$ cat src/rtl/de_morgan_1a.sv
// De Morgan law 1(a): c = ~(a & b), with registered copy and input-change counter.
// Optional c vs c_alt equivalence self-check built when DE_MORGAN_SELF_CHECK_EN is defined.
module de_morgan_1a #(
    parameter int WIDTH = 1,
    parameter int CNT_W = 16
) (
    input  logic             clk,
    input  logic             rst,
    input  logic [WIDTH-1:0] a,
    input  logic [WIDTH-1:0] b,
    output logic [WIDTH-1:0] c,
    output logic [WIDTH-1:0] c_q,
    output logic [WIDTH-1:0] c_alt,
    output logic [CNT_W-1:0] chg_cnt,
    output logic             mismatch,
    output logic [CNT_W-1:0] mismatch_cnt
);

    logic [WIDTH-1:0] w_nand;
    logic [WIDTH-1:0] w_alt;
    logic             w_chg;
    logic             w_chg_sat;

    logic [WIDTH-1:0] r_c_q;
    logic [WIDTH-1:0] r_a_q;
    logic [WIDTH-1:0] r_b_q;
    logic [CNT_W-1:0] r_chg_cnt;

    // Two independent gate structures so the self-check compares real logic
    assign w_nand = ~(a & b);
    assign w_alt  = ~a | ~b;

    assign c     = w_nand;
    assign c_alt = w_alt;

    assign w_chg     = (a != r_a_q) || (b != r_b_q);
    assign w_chg_sat = &r_chg_cnt;

    always_ff @(posedge clk) begin
        if (rst) begin
            r_c_q     <= '1;
            r_a_q     <= '0;
            r_b_q     <= '0;
            r_chg_cnt <= '0;
        end else begin
            r_c_q <= w_nand;
            r_a_q <= a;
            r_b_q <= b;
            if (w_chg && !w_chg_sat) begin
                r_chg_cnt <= r_chg_cnt + 1'b1;
            end
        end
    end

    assign c_q     = r_c_q;
    assign chg_cnt = r_chg_cnt;

`ifdef DE_MORGAN_SELF_CHECK_EN
    logic             w_diff;
    logic             w_mis_sat;
    logic             r_mismatch;
    logic [CNT_W-1:0] r_mismatch_cnt;

    assign w_diff    = (w_nand != w_alt);
    assign w_mis_sat = &r_mismatch_cnt;

    always_ff @(posedge clk) begin
        if (rst) begin
            r_mismatch     <= 1'b0;
            r_mismatch_cnt <= '0;
        end else if (w_diff) begin
            r_mismatch <= 1'b1;
            if (!w_mis_sat) begin
                r_mismatch_cnt <= r_mismatch_cnt + 1'b1;
            end
        end
    end

    assign mismatch     = r_mismatch;
    assign mismatch_cnt = r_mismatch_cnt;
`else
    assign mismatch     = 1'b0;
    assign mismatch_cnt = '0;
`endif

endmodule

$ cat config.mk
export PLATFORM = sky130hd
export DESIGN_NAME = de_morgan_1a
export DESIGN_NICKNAME = d
export VERILOG_FILES = /design/src/rtl/de_morgan_1a.sv
export SDC_FILE = /design/constraint.sdc
export NUM_CORES = 1
export LEC_CHECK = 0
export BUFFER_PORTS_ARGS = -buffer_cell sky130_fd_sc_hd__buf_2
export CAP_MARGIN = 20
export CORE_MARGIN = 1
export CORE_UTILIZATION = 49
export CTS_BUF_LIST = sky130_fd_sc_hd__clkbuf_8
export CTS_CLUSTER_SIZE = 25
export DETAILED_ROUTE_END_ITERATION = 8
export PLACE_DENSITY = 0.76
export SYNTH_ARGS = -nofsm -noshare
export SYNTH_HDL_FRONTEND = slang
export SYNTH_SLANG_ARGS = --single-unit
$ cat constraint.sdc
create_clock -name clk -period 2.18 [get_ports clk]
set_clock_uncertainty 0.2 [all_clocks]
set_input_delay 0.109 -clock clk [delete_from_list [all_inputs] [get_ports clk]]
set_output_delay 0.109 -clock clk [all_outputs]
set_load 0.02 [all_outputs]
==> results by group <==
Clocking
  • Num CTS Buffers: 3
  • Clk slew on worst S/H paths: 80 ps
  • H-tree depth: 1
  • Resized cells post-CTS: 0
  • Worst-Skew Late Latency: 260 ps
  • CTS tree: built
  • Clk sink count: 19
  • Clock Tree Buf Depth: 2
  • CTS root buf: clkbuf_8

Global route
  • Vias in the first global route: 874
  • Pin count of the biggest net entering global routing: 21
  • Total gr overflow: 0
  • Global-route wire length before repair: 3840 um
  • GRT Util Overall: 20.0%
  • Initial antenna violation count: 0

STA
  • Setup ws final: 133 ps
  • Final setup fails: 0
  • RSZ-0062 raised after global routing: false
  • FMAX: 0.488 GHz
  • Crit path time final: 2050 ps
  • Slew HR: 50.0%
  • Worst-margin pin slew: 748 ps
  • Final Max Slew Viols: 0
  • Hold Vio Cnt, Final: 0
  • Fin crit share: 93.9%
  • Setup TNS: 0 ps

Synth
  • Sequential area share after synthesis: 34.5%
  • Synth Area per Inst: 8.35 sq um
  • Area contributors post-synth: dfxtp_1 35%, buf_4 12%, or4_1 9.5%, o31ai_1 8.2%, a21oi_1 6.8%
  • Post-synth top area cell: dfxtp_1
  • Gate Count Post-Synth: 132
  • Mapped Area: 0.00110 sq mm
  • Yosys warns: 0
  • Seq cells post-synth: 19
  • Distinct cells, synth: 30
  • Top cell type's share of synthesized area: 34.5%

Run
  • Total of max-cap violations: 0

Route
  • Via Count: 1062
  • DR iter-0 viols: 22
  • Vias per inst: 5.71
  • DR pass1 iterations: 4
  • DRC viols: 0
  • Post-DR wirelength/cell: 13.0 um
  • Detailed Route WL: 2420 um
  • Post-route ant nets: 0

Cells and area
  • Antenna fix cells: 0
  • Final #Nets: 165
  • Fill count: 192
  • Final core utilization: 62.6%
  • Post-Layout Cell Count: 186
  • Layout cells sized above 1: 23.9%
  • Area growth syn-to-layout: 16.0%

Power
  • Switching share of power: 28.2%
  • Worst VDD drop: 0.000485 V
  • Switching power: 203 uW
  • Seq pwr share: 50.2%
  • Leak Pwr: 0.000513 uW
  • Pwr Density: 562 mW/mm^2
  • Tot Pwr: 718 uW
  • Internal: 516 uW
  • Clock group share of total power: 34.8%
  • Comb power frac: 14.9%

Die
  • Die Y: 49.4 um
  • Row count: 16
  • Die Width: 49.4 um
  • Num ports: 40
  • Full die area: 0.00244 sq mm
  • Core ar.: 0.00204 sq mm
  • Starting Density: 54.0%

Worst setup path
  • Crit path kind: reg2reg
  • Worst EP required: 2180 ps
  • CP arrival: 2040 ps
  • Crit. End Element: flip-flop
  • Worst-path maximum fanout: 8
  • Crit start category: flip-flop

Place
  • RePlAce Congestion: 0.838
  • Pre-CTS setup slack: 159 ps
  • I/O Buffers: 22
  • Dpl hpwl: 1670 um
  • Placed Cells: 178

Worst hold path
  • Hold crit path type: in2reg

Status
  • Status: finished, final reports clean
what timing repair did:
| action | 4_1_cts | 5_1_grt |
|---|---|---|
| hold endpoints to repair | 3 | 0 |
| hold buffers | 3 | 0 |
| setup buffers | 0 | 0 |
power by group through the flow:
stage / Combinational [uW] / Sequential (uW) / Clock, uW
2_1_floorplan: 85.0 / 380 / 0
3_3_place_gp: 95.0 / 368 / 0
3_5_place_dp: 98.7 / 369 / 0
4_1_cts: 103 / 361 / 259
5_1_grt: 116 / 362 / 270
6_report: 107 / 361 / 250
worst paths after layout:
| path | from | endpoint | slack, ps | depth (start not counted) |
|---|---|---|---|---|
| worst min register to register | chg_cnt[15] | chg_cnt[15] | 300 | 2 |
| worst min-delay path | rst | chg_cnt[14] | 40 | 2 |
| worst max-delay path | chg_cnt[4] | chg_cnt[13] | 130 | 4 |
| worst max register to register | chg_cnt[4] | chg_cnt[13] | 130 | 4 |
layout by cell type, fill, tap and decap left out, types with 4 or more instances in the layout:
cell type,Yosys,routed
nand3_1,6,6
o31ai_1,12,12
buf_2,1,22
inv_1,4,4
a21oi_1,15,15
conb_1,1,17
nand4_1,4,4
buf_4,18,7
or4_1,14,14
dfxtp_1,19,19
nand2_1,7,7
critical path, cell delays in order (launching register included):
cell and delay, ps:
dfxtp_1 480, nand4_4 180, or4_1 560, or4_1 410, a21oi_1 150
logic make-up after synthesis:
kind of cell             share of synthesized area, %
AND/OR/NAND/NOR                                  27.4
AO/OA/AOI/OAI                                    19.0
buffers and inverters                            16.1
flip-flops                                       34.5
XOR/XNOR                                         1.59
adder cells (fa/ha/maj)                          1.13
other                                           0.340
layout make-up:
class	count	area, sq um	share of cell area, %
inverters	4	15.0	1.17
clock buffers	3	41.3	3.23
multi-input cells	100	611	47.7
repair buffers	32	193	15.1
well taps	27	33.8	2.64
flip-flops and latches	19	380	29.7
clock inverters	1	5.00	0.391
cell usage after synthesis:
| cell | number |
|---|---|
| and3_1 | 1 |
| o21bai_1 | 1 |
| or3_1 | 3 |
| o31ai_1 | 12 |
| inv_1 | 4 |
| buf_2 | 1 |
| buf_4 | 18 |
| nand3_1 | 6 |
| nor4_1 | 2 |
| and4_2 | 1 |
| clkbuf_1 | 6 |
| a21oi_1 | 15 |
| nand4_4 | 1 |
| xor2_1 | 2 |
| o21a_1 | 1 |
| nor2_1 | 1 |
| conb_1 | 1 |
| or4_1 | 14 |
| a2111oi_0 | 1 |
| nand4_1 | 4 |
| o21ai_0 | 3 |
| and4_1 | 1 |
| ha_1 | 1 |
| o21ai_1 | 1 |
| or3b_2 | 1 |
| nand2_1 | 7 |
| or3_2 | 1 |
| nor3_1 | 1 |
| nor2b_1 | 2 |
| dfxtp_1 | 19 |
sequential cells by signal, indices dropped and copies added, names as in the netlist:
name / count
r_b_q: 1
chg_cnt: 16
r_a_q: 1
c_q: 1
per-stage QoR:
stage	cell area, sq um	hold WS, ps
after floorplan	1160	-29.1
after global placement	1190	113
after detailed placement	1190	122
after CTS	1270	43.4
after global routing	1280	54.2
final	1280	38.4
metal layers:
layer / GRT usage, % / routed length (um)
met3: 6.54 / 129
met2: 34.0 / 1180
met5: 0 / 0
met4: 4.76 / 25
met1: 24.2 / 1080
No activity file was read; power rests on OpenSTA's default activity.
